[src/rtl/nonce_sequencer.sv]
// nonce_sequencer
//   Upstream control stage for the block concatenator. It latches a 12-byte
//   entry word and sweeps a nonce from NONCE_START to MAX_NONCE. Each
//   entry+nonce pair is presented with a one-cycle selector strobe. After
//   each strobe the block waits for the hash stage's verdict. The sweep stops
//   on a match, when the nonce space is exhausted, or when abort is asserted.
//
// Optional feature macro: NONCE_SEQ_TIMEOUT_EN
//   When defined, a watchdog counts cycles spent in WAIT. After TIMEOUT_CYC
//   cycles without hash_done, the same nonce is re-issued and timeout pulses
//   for one cycle. When undefined, timeout is constant 0 and WAIT waits
//   indefinitely.
//
// Ports
//   clk          rising-edge clock
//   reset        synchronous, active-low
//   start        one-cycle request: latch entry_in and begin a sweep
//   abort        terminate the sweep and return to IDLE
//   entry_in     12-byte entry, byte k = bits [8k+7:8k]
//   hash_done    verdict valid for the block last issued
//   hash_match   verdict (1 = meets target), qualified by hash_done
//   entry_12     latched entry presented to the concatenator
//   nonce        current nonce presented to the concatenator
//   selector     one-cycle strobe: entry_12/nonce are valid this cycle
//   busy         sweep in progress (ISSUE or WAIT)
//   found        sticky: a match was reported
//   exhausted    sticky: MAX_NONCE was tried without a match
//   nonce_found  nonce that produced the match
//   timeout      one-cycle pulse on a watchdog retry
module nonce_sequencer #(
  parameter int                 NONCE_W     = 32,
  parameter logic [NONCE_W-1:0] NONCE_START = '0,
  parameter logic [NONCE_W-1:0] MAX_NONCE   = '1,
  parameter int                 TIMEOUT_CYC = 64
) (
  input  logic               clk,
  input  logic               reset,
  input  logic               start,
  input  logic               abort,
  input  logic [95:0]        entry_in,
  input  logic               hash_done,
  input  logic               hash_match,
  output logic [95:0]        entry_12,
  output logic [NONCE_W-1:0] nonce,
  output logic               selector,
  output logic               busy,
  output logic               found,
  output logic               exhausted,
  output logic [NONCE_W-1:0] nonce_found,
  output logic               timeout
);

  typedef enum logic [1:0] {S_IDLE, S_ISSUE, S_WAIT, S_DONE} state_t;

  state_t state, next_state;
  logic   do_load, do_inc, do_found, do_exh, do_retry;
  logic   tmo_expire;

`ifdef NONCE_SEQ_TIMEOUT_EN
  localparam int CNT_W = $clog2(TIMEOUT_CYC + 1);
  logic [CNT_W-1:0] wait_cnt;

  // The counter restarts every time WAIT is entered, because any other
  // state forces it to zero.
  always_ff @(posedge clk) begin
    if (!reset) begin
      wait_cnt <= '0;
    end else if (state == S_WAIT) begin
      wait_cnt <= wait_cnt + 1'b1;
    end else begin
      wait_cnt <= '0;
    end
  end

  assign tmo_expire = (wait_cnt == CNT_W'(TIMEOUT_CYC - 1));
`else
  assign tmo_expire = 1'b0;
`endif

  // Next state and action decode; priority is abort > hash_done > start.
  always_comb begin
    next_state = state;
    do_load    = 1'b0;
    do_inc     = 1'b0;
    do_found   = 1'b0;
    do_exh     = 1'b0;
    do_retry   = 1'b0;
    case (state)
      S_IDLE, S_DONE: begin
        if (abort) begin
          next_state = S_IDLE;
        end else if (start) begin
          next_state = S_ISSUE;
          do_load    = 1'b1;
        end
      end
      S_ISSUE: begin
        next_state = abort ? S_IDLE : S_WAIT;
      end
      S_WAIT: begin
        if (abort) begin
          next_state = S_IDLE;
        end else if (hash_done) begin
          if (hash_match) begin
            next_state = S_DONE;
            do_found   = 1'b1;
          // ">=" also covers NONCE_START > MAX_NONCE (single attempt).
          // It also stops the nonce from wrapping past MAX_NONCE.
          end else if (nonce >= MAX_NONCE) begin
            next_state = S_DONE;
            do_exh     = 1'b1;
          end else begin
            next_state = S_ISSUE;
            do_inc     = 1'b1;
          end
        end else if (tmo_expire) begin
          next_state = S_ISSUE;
          do_retry   = 1'b1;
        end
      end
      default: next_state = S_IDLE;
    endcase
  end

  // All outputs are registered from the decoded next state and actions.
  always_ff @(posedge clk) begin
    if (!reset) begin
      state       <= S_IDLE;
      entry_12    <= '0;
      nonce       <= '0;
      selector    <= 1'b0;
      busy        <= 1'b0;
      found       <= 1'b0;
      exhausted   <= 1'b0;
      nonce_found <= '0;
      timeout     <= 1'b0;
    end else begin
      state    <= next_state;
      selector <= (next_state == S_ISSUE);
      busy     <= (next_state == S_ISSUE) || (next_state == S_WAIT);
      timeout  <= do_retry;
      if (do_load) begin
        entry_12  <= entry_in;
        nonce     <= NONCE_START;
        found     <= 1'b0;
        exhausted <= 1'b0;
      end
      if (do_inc) begin
        nonce <= nonce + 1'b1;
      end
      if (do_found) begin
        found       <= 1'b1;
        nonce_found <= nonce;
      end
      if (do_exh) begin
        exhausted <= 1'b1;
      end
    end
  end

endmodule

[config.mk]
export PLATFORM = sky130hd
export DESIGN_NAME = nonce_sequencer
export DESIGN_NICKNAME = d
export VERILOG_FILES = /design/src/rtl/nonce_sequencer.sv
export SDC_FILE = /design/constraint.sdc
export NUM_CORES = 1
export LEC_CHECK = 0
export CAP_MARGIN = 10
export CORE_UTILIZATION = 30
export CTS_CLUSTER_SIZE = 8
export DETAILED_ROUTE_END_ITERATION = 10
export PLACE_DENSITY = 0.68
export SYNTH_ARGS = -nofsm -noshare
export SYNTH_HDL_FRONTEND = slang
export SYNTH_SLANG_ARGS = --single-unit
[constraint.sdc]
create_clock -name clk -period 2.4 [get_ports clk]
set_input_delay 0.72 -clock clk [delete_from_list [all_inputs] [get_ports clk]]
set_output_delay 0.72 -clock clk [all_outputs]
set_load 0.05 [all_outputs]
==> results of run 1 <==
[registers in the layout, summed over array words and instances, names as in the netlist]
name,cells
busy,1
entry_12,96
exhausted,1
found,1
nonce,32
nonce_found,32
selector,1
state,2
[cells by family (layout without fill, tap and decap cells)]
kind of cell / after synthesis / after routing / share of synthesized area [%]
AO/OA/AOI/OAI: 203 / 203 / 17.7
XOR/XNOR: 1 / 1 / 0.132
adder cells (fa/ha/maj): 4 / 4 / 0.755
buffers and inverters: 64 / 356 / 4.61
flip-flops: 166 / 166 / 50.1
multiplexers: 1 / 1 / 0.151
other: 1 / 2 / 0.0566
AND/OR/NAND/NOR: 377 / 377 / 26.4
[timing repair]
item                       CTS  global route
resized for setup           13             0
setup endpoints to repair   13             0
hold buffers                 0             0
[per-layer routing]
| metal | GRT usage [%] | routed length [um] | share of wire, % |
|---|---|---|---|
| met2 | 30.6 | 9980 | 48 |
| met3 | 5.97 | 1740 | 8.4 |
| met5 | 0 | 0 | 0 |
| met1 | 22.0 | 8840 | 43 |
| met4 | 5.80 | 157 | 0.76 |
[power breakdown]
group | internal (mW) | total, mW | switching [mW] | leakage, nW
Clock | 1.64 | 2.79 | 1.15 | 0.288
Combinational | 0.376 | 0.937 | 0.561 | 2.08
Sequential | 2.84 | 2.89 | 0.0461 | 1.35
[per-stage QoR]
stage	setup TNS (ps)	cell area [um2]	worst slack, ps	hold WS [ps]	cells
after floorplan	0	6630	43.1	597	817
after global placement	-6180	9820	-178	441	1357
after detailed placement	-9610	9820	-205	445	1357
after CTS	0	10400	36.4	454	1389
after global routing	0	10400	1.20	469	1389
final	0	10400	71.0	452	1390
[cell type report]
| type | count | area, um2 |
|---|---|---|
| diodes | 1 | 2.50 |
| clock buffers | 20 | 437 |
| clock inverters | 12 | 153 |
| fillers | 2132 | 11400 |
| inverters | 5 | 21.3 |
| multi-input cells | 587 | 3020 |
| flip-flops and latches | 166 | 3320 |
| well taps | 280 | 350 |
| repair buffers | 319 | 3080 |
[cells in the final DEF (no fill, tap or decap), types with 3 or more instances in the layout]
master | Yosys | layout
nand2_1 | 274 | 274
clkdlybuf4s50_1 | 0 | 234
dfxtp_1 | 166 | 165
a21oi_1 | 148 | 148
buf_4 | 2 | 65
nand3_1 | 17 | 17
clkbuf_16 | 0 | 17
nand4_1 | 13 | 13
dlygate4sd2_1 | 0 | 13
or4_1 | 11 | 11
o31ai_1 | 10 | 10
nand2b_1 | 9 | 9
a31oi_1 | 9 | 9
buf_12 | 1 | 7
and3_1 | 6 | 6
nor2_1 | 7 | 6
and4_1 | 5 | 5
o21ai_0 | 5 | 5
and2_1 | 5 | 5
or3_1 | 5 | 5
inv_1 | 4 | 4
nor3_1 | 4 | 4
o2111ai_1 | 4 | 4
o211ai_1 | 4 | 4
o21ai_1 | 4 | 4
ha_1 | 4 | 4
clkinv_2 | 0 | 4
nand4b_1 | 3 | 3
a41oi_1 | 3 | 3
clkinv_4 | 0 | 3
bufinv_16 | 0 | 3
clkbuf_1 | 39 | 3
[path summary, 6_finish.rpt]
path / startpoint / end / depth (start not counted)
worst max-delay path: nonce[5] / nonce[5] / 1
worst min-delay path: entry_12[9] / entry_12[9] / 2
worst max register to register: nonce[11] / nonce[28] / 6
worst min register to register: entry_12[9] / entry_12[9] / 2
==> impl_metrics.ini, run 1 <==
[run_status]
status = finished clean

[synthesis]
synth-main-ff-cell = dfxtp_1
yosysMostFrequentCell = nand2_1
ys_seq_area_share_pct = 50.1
yosys.area.top_type = dfxtp_1
synth_top_cells_by_count = nand2_1, dfxtp_1, a21oi_1, clkbuf_1, nand3_1
syn_area_um2 = 6630
yosysWarningCount = 0
synthArstFlopShare_pct = 0
synth_cell_type_count = 59
synth_edf_count = 0
avgSynthCellArea_um2 = 8.11
synth_area_leaders = dfxtp_1, nand2_1, a21oi_1
syn_inst = 817
syn-num-nets = 923
yosysTopAreaCellShare_pct = 50.1
ys_ff_latch = 166

[route]
drt_iter0_markers = 369
dr.pass1.iters = 4
via_per_inst = 4.79
drc = 0
num_vias = 6657
wl_mm = 20.7
drt-wirelength-per-cell_um = 14.9
ant_nets = 0

[sta]
worst_pin_slew_ps = 559
final_hold_viol_count = 0
relSlewSlack_pct = 62.6
setup_viol = 0
period_minus_slack_ps = 2330
max_clock_freq_ghz = 0.429
skew_ps = 16.7
rsz0062_at_grt = no
finalMaxSlewViolations = 0
final.period_utilization_pct = 97.0

[grt]
gr-total-overflow = 0
grt_max_degree = 78
track_usage_pct = 18.3
grt_pass1_vias = 6275
grt_pass1_wl_mm = 32.5
antenna_found_initial = 1

[floorplanning]
die-area_um2 = 22700
die_height_um = 151
die_w_um = 151
io_pins = 267
fp-row-count = 54
start_util_pct = 30.5
core_region_area_um2 = 21800

[worst_setup_path]
r2r_slack_ps = 240
path_max_fanout = 3
slowest_stage = clkdlybuf4s50_1
crit_path_start_kind = flip-flop
path_class = reg2out
cp.required_ps = 1680
crit_buf_inv = 1
cp.arrival_ps = 1610
cp_top_family = buffers and inverters
crit_chain = clkdlybuf4s50_1
worst_path_largest_cell_delay_ps = 820
endpoint_kind = output port

[layout]
fin_nets = 1202
layout-drive-gt1-share_pct = 11.2
area_delta_synth_final_pct = 56.8
fin_util_pct = 47.8

[clock_network]
numCtsBuffers = 17
cts_sinks = 166
cts_buffer_depth = 2
clk_latency_ps = 420
path_clk_slew_ps = 60
cts-htree-levels = 4
postCtsSetupBuffers = 0
cts_tree = done
cts_root_buf = clkbuf_16

[job]
timing.max_cap.violations = 0

[min_path]
hold_path_class = reg2reg

[pwr]
ir_drop_uv = 424
leakagePower_nw = 3.71
p_total_mw = 6.62
p_per_area_nw_per_um2 = 637

[placement]
io_buffers = 265
gp_congestion = 0.810
hpwl_mm = 14.3
No activity file was read; power rests on OpenSTA's default activity.
==> inputs of run 2 (changes only) <==
--- a/config.mk
+++ b/config.mk
@@ -5,6 +5,7 @@
 export SDC_FILE = /design/constraint.sdc
 export NUM_CORES = 1
 export LEC_CHECK = 0
+export ABC_CLOCK_PERIOD_IN_PS = 2400
 export CAP_MARGIN = 10
 export CORE_UTILIZATION = 30
 export CTS_CLUSTER_SIZE = 8
@@ -13,3 +14,4 @@
 export SYNTH_ARGS = -nofsm -noshare
 export SYNTH_HDL_FRONTEND = slang
 export SYNTH_SLANG_ARGS = --single-unit
+export TNS_END_PERCENT = 10
==> results of run 2 <==
No change in the layout: final DEF, timing and power equal those of run 1.
==> inputs of run 3 (changes only) <==
--- a/config.mk
+++ b/config.mk
@@ -8,7 +8,7 @@
 export ABC_CLOCK_PERIOD_IN_PS = 2400
 export CAP_MARGIN = 10
 export CORE_UTILIZATION = 30
-export CTS_CLUSTER_SIZE = 8
+export CTS_CLUSTER_SIZE = 30
 export DETAILED_ROUTE_END_ITERATION = 10
 export PLACE_DENSITY = 0.68
 export SYNTH_ARGS = -nofsm -noshare
==> results of run 3 <==
No change in the layout: final DEF, timing and power equal those of run 1.
